$ cat src/rtl/recolector_egreso.sv
// Egress collector: drains four FWFT output FIFOs with work-conserving
// round-robin arbitration, merges them into one registered stream and keeps
// delivered-word counters with a req/idx readback port.
module recolector_egreso #(
    parameter int TAMANO_DATOS = 12,
    parameter int CONT_ANCHO   = 5
) (
    input  logic                    clk,
    input  logic                    reset,
    input  logic [3:0]              empty,
    input  logic [TAMANO_DATOS-1:0] data_in0,
    input  logic [TAMANO_DATOS-1:0] data_in1,
    input  logic [TAMANO_DATOS-1:0] data_in2,
    input  logic [TAMANO_DATOS-1:0] data_in3,
    input  logic                    almost_full_dest,
    input  logic                    req,
    input  logic [2:0]              idx,
    output logic [3:0]              pop,
    output logic [TAMANO_DATOS-1:0] data_out,
    output logic                    valid_out,
    output logic [CONT_ANCHO-1:0]   cnt_data,
    output logic                    cnt_valid,
    output logic                    idle
);

    localparam logic [CONT_ANCHO-1:0] CNT_ONE = {{(CONT_ANCHO-1){1'b0}}, 1'b1};

    logic [TAMANO_DATOS-1:0] head [4];
    assign head[0] = data_in0;
    assign head[1] = data_in1;
    assign head[2] = data_in2;
    assign head[3] = data_in3;

    // Round-robin pointer: index of the most recently granted FIFO.
    logic [1:0]              last_q, last_d;
    logic [TAMANO_DATOS-1:0] data_out_q, data_out_d;
    logic                    valid_out_q, valid_out_d;
    logic [CONT_ANCHO-1:0]   cnt_q [4];
    logic [CONT_ANCHO-1:0]   cnt_d [4];
    logic [CONT_ANCHO-1:0]   tot_q, tot_d;
    logic [CONT_ANCHO-1:0]   cnt_data_q, cnt_data_d;
    logic                    cnt_valid_q, cnt_valid_d;
    logic                    idle_q, idle_d;

    logic                    gnt_vld;
    logic [1:0]              gnt_idx;
    logic [1:0]              cand;

    // Grant search: first non-empty FIFO after last, wrapping modulo 4.
    // Reset is folded in so no pop escapes while the block is held in reset.
    always_comb begin
        gnt_vld = 1'b0;
        gnt_idx = last_q;
        cand    = last_q;
        if (reset && !almost_full_dest) begin
            for (int k = 1; k <= 4; k++) begin
                cand = last_q + k[1:0];
                if (!gnt_vld && !empty[cand]) begin
                    gnt_vld = 1'b1;
                    gnt_idx = cand;
                end
            end
        end
    end

    // One-hot pop strobe straight from the grant.
    always_comb begin
        pop = 4'b0000;
        if (gnt_vld) pop[gnt_idx] = 1'b1;
    end

    // Next-state for the output stage, counters, readback and idle flag.
    always_comb begin
        last_d      = last_q;
        data_out_d  = data_out_q;
        valid_out_d = 1'b0;
        tot_d       = tot_q;
        for (int n = 0; n < 4; n++) cnt_d[n] = cnt_q[n];
        if (gnt_vld) begin
            last_d         = gnt_idx;
            data_out_d     = head[gnt_idx];
            valid_out_d    = 1'b1;
            cnt_d[gnt_idx] = cnt_q[gnt_idx] + CNT_ONE;
            tot_d          = tot_q + CNT_ONE;
        end

        // Readback samples the pre-increment value; reserved selects read 0.
        cnt_data_d  = cnt_data_q;
        cnt_valid_d = 1'b0;
        if (req) begin
            cnt_valid_d = 1'b1;
            case (idx)
                3'd0, 3'd1, 3'd2, 3'd3: cnt_data_d = cnt_q[idx[1:0]];
                3'd4:                   cnt_data_d = tot_q;
                default:                cnt_data_d = '0;
            endcase
        end

        idle_d = (empty == 4'b1111) && !valid_out_d;
    end

    // State registers; an asserted reset drops any in-flight word.
    always_ff @(posedge clk or negedge reset) begin
        if (!reset) begin
            last_q      <= 2'd3;
            data_out_q  <= '0;
            valid_out_q <= 1'b0;
            tot_q       <= '0;
            for (int n = 0; n < 4; n++) cnt_q[n] <= '0;
            cnt_data_q  <= '0;
            cnt_valid_q <= 1'b0;
            idle_q      <= 1'b1;
        end else begin
            last_q      <= last_d;
            data_out_q  <= data_out_d;
            valid_out_q <= valid_out_d;
            tot_q       <= tot_d;
            for (int n = 0; n < 4; n++) cnt_q[n] <= cnt_d[n];
            cnt_data_q  <= cnt_data_d;
            cnt_valid_q <= cnt_valid_d;
            idle_q      <= idle_d;
        end
    end

    assign data_out  = data_out_q;
    assign valid_out = valid_out_q;
    assign cnt_data  = cnt_data_q;
    assign cnt_valid = cnt_valid_q;
    assign idle      = idle_q;

endmodule

$ cat config.mk
export PLATFORM = sky130hd
export DESIGN_NAME = recolector_egreso
export DESIGN_NICKNAME = d
export VERILOG_FILES = /design/src/rtl/recolector_egreso.sv
export SDC_FILE = /design/constraint.sdc
export NUM_CORES = 1
export LEC_CHECK = 0
export CAP_MARGIN = 5
export CORE_MARGIN = 2
export CORE_UTILIZATION = 40
export CTS_CLUSTER_DIAMETER = 50
export DETAILED_ROUTE_END_ITERATION = 10
export PLACE_DENSITY = 0.69
export SLEW_MARGIN = 15
export SYNTH_ARGS = -nofsm -noshare
export SYNTH_HDL_FRONTEND = slang
export SYNTH_SLANG_ARGS = --single-unit
$ cat constraint.sdc
create_clock -name clk -period 8.5 [get_ports clk]
set_clock_uncertainty 0.2 [all_clocks]
set_input_delay 2.55 -clock clk [delete_from_list [all_inputs] [get_ports clk]]
set_output_delay 2.55 -clock clk [all_outputs]
set_load 0.1 [all_outputs]
==> flow_metrics.tcl, run 1 <==
set metrics [dict create \
    status "finished clean" \
    wl_met3_um 384 \
    p_leak_nw 1.55 \
    dr_wl_met2_um 2780 \
    h-tree-depth 2 \
    highest_layer "met4" \
    nFillCells 510 \
    num_rows 28 \
    hold_depth 1 \
    core_area_mm2 0.00592 \
    setup_violations 0 \
    synth_nets 275 \
    period_needed_ns 7.43 \
    die_w_um 82.4 \
    post-cts-setup-buffers 0 \
    portBuffers 82 \
    cts_buffer_depth 2 \
    holdWs_ns 0.270 \
    drc 0 \
    postCtsHoldBufs 0 \
    yosys_warnings 0 \
    postLayoutCellArea_mm2 0.00348 \
    fmax_ghz 0.135 \
    grt_pass1_wl_um 9090 \
    worstSetupStartpointType "input pin" \
    powerDensity_mw_per_mm2 359 \
    die_h_um 82.4 \
    path_clk_slew_ns 0.08 \
    dp_hpwl_um 4240 \
    drt_iter0_markers 135 \
    cts_sinks 47 \
    min_path_type "flip-flop to flip-flop" \
    multiInputGateArea_mm2 0.00118 \
    r2r_setup_slack_ns 5.22 \
    crit_path_end_kind "primary output" \
    synth_area_mm2 0.00246 \
    drive_above_1_share_pct 12.3 \
    ys_top_cells_by_area "dfrtp_1 (45%), mux2i_1 (9.8%), mux4_2 (6.4%), o221ai_1 (4.6%), xor2_1 (3.9%)" \
    register_area_mm2 0.00118 \
    placed_area_mm2 0.00339 \
    cts_buffers 5 \
    grt_max_degree 48 \
    start_util_pct 41.5 \
    synth_top_area_cell "dfrtp_1" \
    cts-root-buf "clkbuf_8" \
    min_period_over_period_pct 87.4 \
    wl_met1_um 2420 \
    cts_tree "done" \
    synthCells 214 \
    cap_violations 0 \
    fin_ws_ns 1.07 \
    num_antenna_cells 0 \
    synth_ff_type "dfrtp_1" \
    synth_edf_count 0 \
    vias 1950 \
    setup_tns_ns 0 \
    syn2layout_area_growth_pct 41.7 \
    tightest_slew_ns 1.00 \
    ys_seq_area_share_pct 48.0 \
    viasPerCell 5.20 \
    post_drt_wl_per_cell_um 15.0 \
    antenna_left 0 \
    grtUsageTotal_pct 17.5 \
    cts-resized-gates 0 \
    yosysTopAreaCellShare_pct 44.8 \
    seqPwrFrac_pct 31.5 \
    crit_arrival_ns 4.68 \
    cp.required_ns 5.75 \
    grt_pass1_vias 1910 \
    power_switching_mw 0.619 \
    overflow 0 \
    p_sw_share_pct 49.4 \
    ys_ff_latch 47 \
    clkPwrFrac_pct 11.4 \
    p_comb_share_pct 57.1 \
    synthArstFlopShare_pct 100 \
    final_core_util_pct 58.9 \
    gp_congestion 0.805 \
    worst-setup-path-type "input pin to primary output" \
    pin_count 83 \
    crit_fanout 10 \
    slew_headroom_pct 32.9 \
    drv_slew 0 \
    hold_viol 0 \
    rsz0062_at_grt "false" \
    synth_area_per_cell_um2 11.5 \
    final_nets 360 \
    wl_um 5620 \
    clock_latency_ns 0.30 \
    antenna_found_initial 0 \
    r2r_cells 10 \
    p_int_mw 0.633 \
    vdd_drop_max_uv 182 \
    first_pass_iters 4 \
    dieArea_mm2 0.00679 \
    ys_types 35 \
    preCtsSetupSlack_ns 1.07 \
]
worst paths after layout:
kind,endpoint,from
worst min register to register,cnt_q[19],cnt_q[19]
worst max-delay path,pop[2],empty[1]
min in group asynchronous,cnt_q[14],reset
worst min-delay path,cnt_q[19],cnt_q[19]
worst max register to register,cnt_q[14],last_q[0]
max in group asynchronous,cnt_q[5],reset
metrics by stage:
| stage | power, mW | cells |
|---|---|---|
| after detailed placement | 1.12 | 367 |
| final | 1.25 | 375 |
| after global placement | 1.11 | 367 |
| after global routing | 1.32 | 375 |
| after floorplan | 0.939 | 214 |
| after CTS | 1.26 | 375 |
power groups by stage:
stage	Combinational, mW	Clock, mW	Sequential, mW
after floorplan	0.321	0	0.618
after global placement	0.717	0	0.396
after detailed placement	0.719	0	0.397
after CTS	0.720	0.146	0.394
after global routing	0.757	0.157	0.409
final	0.715	0.142	0.395
final cells by class:
cell class | instances | share of cell area [%]
tap | 75 | 2.69
sequential | 47 | 33.9
inverter | 9 | 1.04
timing repair buffer | 87 | 25.6
clock inverter | 2 | 0.467
clock buffer | 6 | 2.37
multi-input combinational | 149 | 33.9
cells in the mapped netlist, types with 2 or more instances:
cell type,instances
mux2i_1,24
nand2_1,25
clkbuf_1,5
nand4_1,3
nand3_1,8
ha_1,2
a221oi_1,5
inv_1,8
nor3_1,7
xor2_1,11
mux4_2,7
dfrtp_1,44
buf_6,3
xnor2_1,9
mux2_2,4
o21ai_1,2
dfstp_2,3
nor2_1,15
o221ai_1,13
flip-flops by register name, summed over array words and instances, names as in the netlist:
signal     count
last_q         2
cnt_valid      1
idle           1
cnt_data       5
cnt_q         20
tot_q          5
data_out      12
valid_out      1
worst max-delay path, stage by stage:
cell and delay [ns]:
clkdlybuf4s50_1 0.52, or4b_1 0.45, o21ai_1 0.16, a211oi_2 0.09, xnor2_4 0.36, nand3_1 0.21
inv_1 0.14, buf_12 0.18
kinds of logic (layout without fill, tap and decap cells):
| kind of cell | Yosys count | after routing | synth area share (%) |
|---|---|---|---|
| buffers and inverters | 18 | 104 | 3.92 |
| AO/OA/AOI/OAI | 26 | 26 | 8.80 |
| flip-flops | 47 | 47 | 48.0 |
| multiplexers | 35 | 35 | 18.0 |
| XOR/XNOR | 21 | 21 | 8.24 |
| AND/OR/NAND/NOR | 65 | 65 | 12.0 |
| adder cells (fa/ha/maj) | 2 | 2 | 1.02 |
routing by layer:
layer | GRT usage [%] | vias to the layer above
li1 | - | 948
met1 | 23.8 | 940
met2 | 28.2 | 58
met3 | 5.00 | 4
met4 | 3.00 | 0
met5 | 0 | -
placed cells by master (no fill, tap or decap), types with 2 or more instances in the layout:
cell type | synthesis | layout
nand3_1 | 8 | 8
clkdlybuf4s50_1 | 0 | 77
ha_1 | 2 | 2
xnor2_1 | 9 | 9
nand2_1 | 25 | 25
nor2_1 | 15 | 15
nand4_1 | 3 | 3
buf_4 | 1 | 5
clkbuf_8 | 0 | 6
buf_12 | 0 | 4
dfrtp_1 | 44 | 44
o221ai_1 | 13 | 13
xor2_1 | 11 | 11
mux2i_1 | 24 | 24
inv_1 | 8 | 8
mux2_2 | 4 | 4
dfstp_2 | 3 | 3
nor3_1 | 7 | 7
a221oi_1 | 5 | 5
mux4_2 | 7 | 7
o21ai_1 | 2 | 2
Power figures use the tool's default switching activity.
==> run 2, diff against run 1 <==
Settings changed: CORE_UTILIZATION 40 to 30, CTS_BUF_LIST set to sky130_fd_sc_hd__clkbuf_16, PLACE_DENSITY 0.69 to 0.54.
==> flow_metrics.tcl, run 2 (synthesis results as in run 1) <==
set metrics [dict create \
    crit_cells 8 \
    drive_above_1_share_pct 11.3 \
    grt_pass1_vias 1950 \
    p_sw_share_pct 48.2 \
    top_register "cnt_q" \
    vdd_drop_max_uv 133 \
    status "finished clean" \
    seqPwrFrac_pct 30.7 \
    clock_latency_ns 0.28 \
    worst-setup-path-type "input pin to primary output" \
    multiInputGateArea_mm2 0.00118 \
    grt_max_degree 48 \
    num_antenna_cells 0 \
    vias 1974 \
    p_int_mw 0.673 \
    critPathSlowestCell "clkdlybuf4s50_1" \
    drc 0 \
    period_needed_ns 7.33 \
    crit_path_end_kind "primary output" \
    min_period_over_period_pct 86.3 \
    crit_arrival_ns 4.58 \
    antenna_found_initial 0 \
    pin_count 83 \
    drv_slew 0 \
    dp_hpwl_um 4310 \
    placed_area_mm2 0.00342 \
    final_cell_mix "clkdlybuf4s50_1 (77), dfrtp_1 (44), nand2_1 (25)" \
    stdcell_count 405 \
    portBuffers 82 \
    die_w_um 94.5 \
    powerDensity_mw_per_mm2 365 \
    overflow 0 \
    holdWs_ns 0.258 \
    crit_buf_inv 3 \
    crit_fanout 8 \
    rsz0062_at_grt "false" \
    final_nets 360 \
    critPathTopFamily "buffers and inverters" \
    layout_commonest_cell "clkdlybuf4s50_1" \
    dieArea_mm2 0.00894 \
    grt_pass1_wl_um 9830 \
    die_h_um 94.5 \
    cts_buffer_depth 2 \
    critPathMaxStageDelay_ns 0.53 \
    cts_buffers 5 \
    tightest_slew_ns 0.988 \
    h-tree-depth 2 \
    p_leak_nw 1.57 \
    fmax_ghz 0.136 \
    cap_violations 0 \
    path_clk_slew_ns 0.06 \
    grtUsageTotal_pct 14.2 \
    hold_viol 0 \
    worstSetupStartpointType "input pin" \
    start_util_pct 30.4 \
    post-cts-setup-buffers 0 \
    r2r_cells 11 \
    viasPerCell 4.87 \
    min_path_type "flip-flop to flip-flop" \
    setup_violations 0 \
    drt_iter0_markers 111 \
    p_comb_share_pct 55.1 \
    postLayoutCellArea_mm2 0.00356 \
    cts_sinks 47 \
    num_rows 33 \
    cp.required_ns 5.75 \
    hold_depth 1 \
    first_pass_iters 4 \
    gp_congestion 0.781 \
    slew_headroom_pct 33.9 \
    setup_tns_ns 0 \
    power_switching_mw 0.625 \
    wl_um 5890 \
    placed_cells 397 \
    post_drt_wl_per_cell_um 14.5 \
    cts-root-buf "clkbuf_16" \
    cp_cell_sequence "clkdlybuf4s50_1 -> or4b_1 -> o21ai_1 -> a211oi_2 -> xnor2_4 -> nand3_1 -> inv_1 -> buf_12" \
    postCtsHoldBufs 0 \
    clkPwrFrac_pct 14.2 \
    cts-resized-gates 0 \
    syn2layout_area_growth_pct 44.8 \
    antenna_left 0 \
    cts_tree "done" \
    core_area_mm2 0.00809 \
    register_area_mm2 0.00118 \
    nFillCells 802 \
    largest_reg_flops 20 \
    total_power_mw 1.30 \
]
==> run 2: stage by stage <==
stage	utilization, %	worst slack [ns]
after CTS	44.0	1.17
after global placement	42.3	1.22
after detailed placement	42.3	1.17
after global routing	44.0	1.00
final	44.0	1.17
after floorplan	-	0.910
==> run 2: power by group through the flow <==
| stage | clock network, mW | registers (mW) | logic (mW) |
|---|---|---|---|
| 2_1_floorplan | 0 | 0.618 | 0.321 |
| 3_3_place_gp | 0 | 0.399 | 0.722 |
| 3_5_place_dp | 0 | 0.397 | 0.722 |
| 4_1_cts | 0.190 | 0.397 | 0.722 |
| 5_1_grt | 0.201 | 0.412 | 0.766 |
| 6_report | 0.184 | 0.399 | 0.716 |
==> run 2: layer usage <==
| layer | share of wire, % | global-route usage, % |
|---|---|---|
| met1 | 46 | 20.1 |
| met5 | 0 | 0 |
| met4 | 1.0 | 4.83 |
| met2 | 45 | 21.3 |
| met3 | 8.0 | 3.67 |
==> run 2: final cells by class <==
class,instances,share of cell area (%)
multi-input combinational,149,33.2
sequential,47,33.1
timing repair buffer,87,25.1
tap,105,3.69
clock buffer,5,3.51
inverter,9,1.02
clock inverter,3,0.316
==> run 2: worst reg2reg max path: cells and delay by family, from the launching register on <==
| family | cells | cell delay [ns] |
|---|---|---|
| simple gates | 3 | 0.59 |
| flops | 1 | 0.65 |
| compound gates | 2 | 0.56 |
| buf+inv | 2 | 0.59 |
| xor+xnor | 2 | 0.35 |
| mux | 1 | 0.45 |
| fa+ha+maj | 1 | 0.23 |
==> run 2: path summary, 6_finish.rpt <==
kind | startpoint | endpoint | slack (ns)
worst max-delay path | empty[1] | pop[2] | 1.17
worst min-delay path | cnt_q[14] | cnt_q[14] | 0.26
worst max register to register | last_q[0] | cnt_q[14] | 4.78
worst min register to register | cnt_q[14] | cnt_q[14] | 0.26
max in group asynchronous | reset | cnt_q[19] | 5.48
min in group asynchronous | reset | cnt_q[1] | 2.20
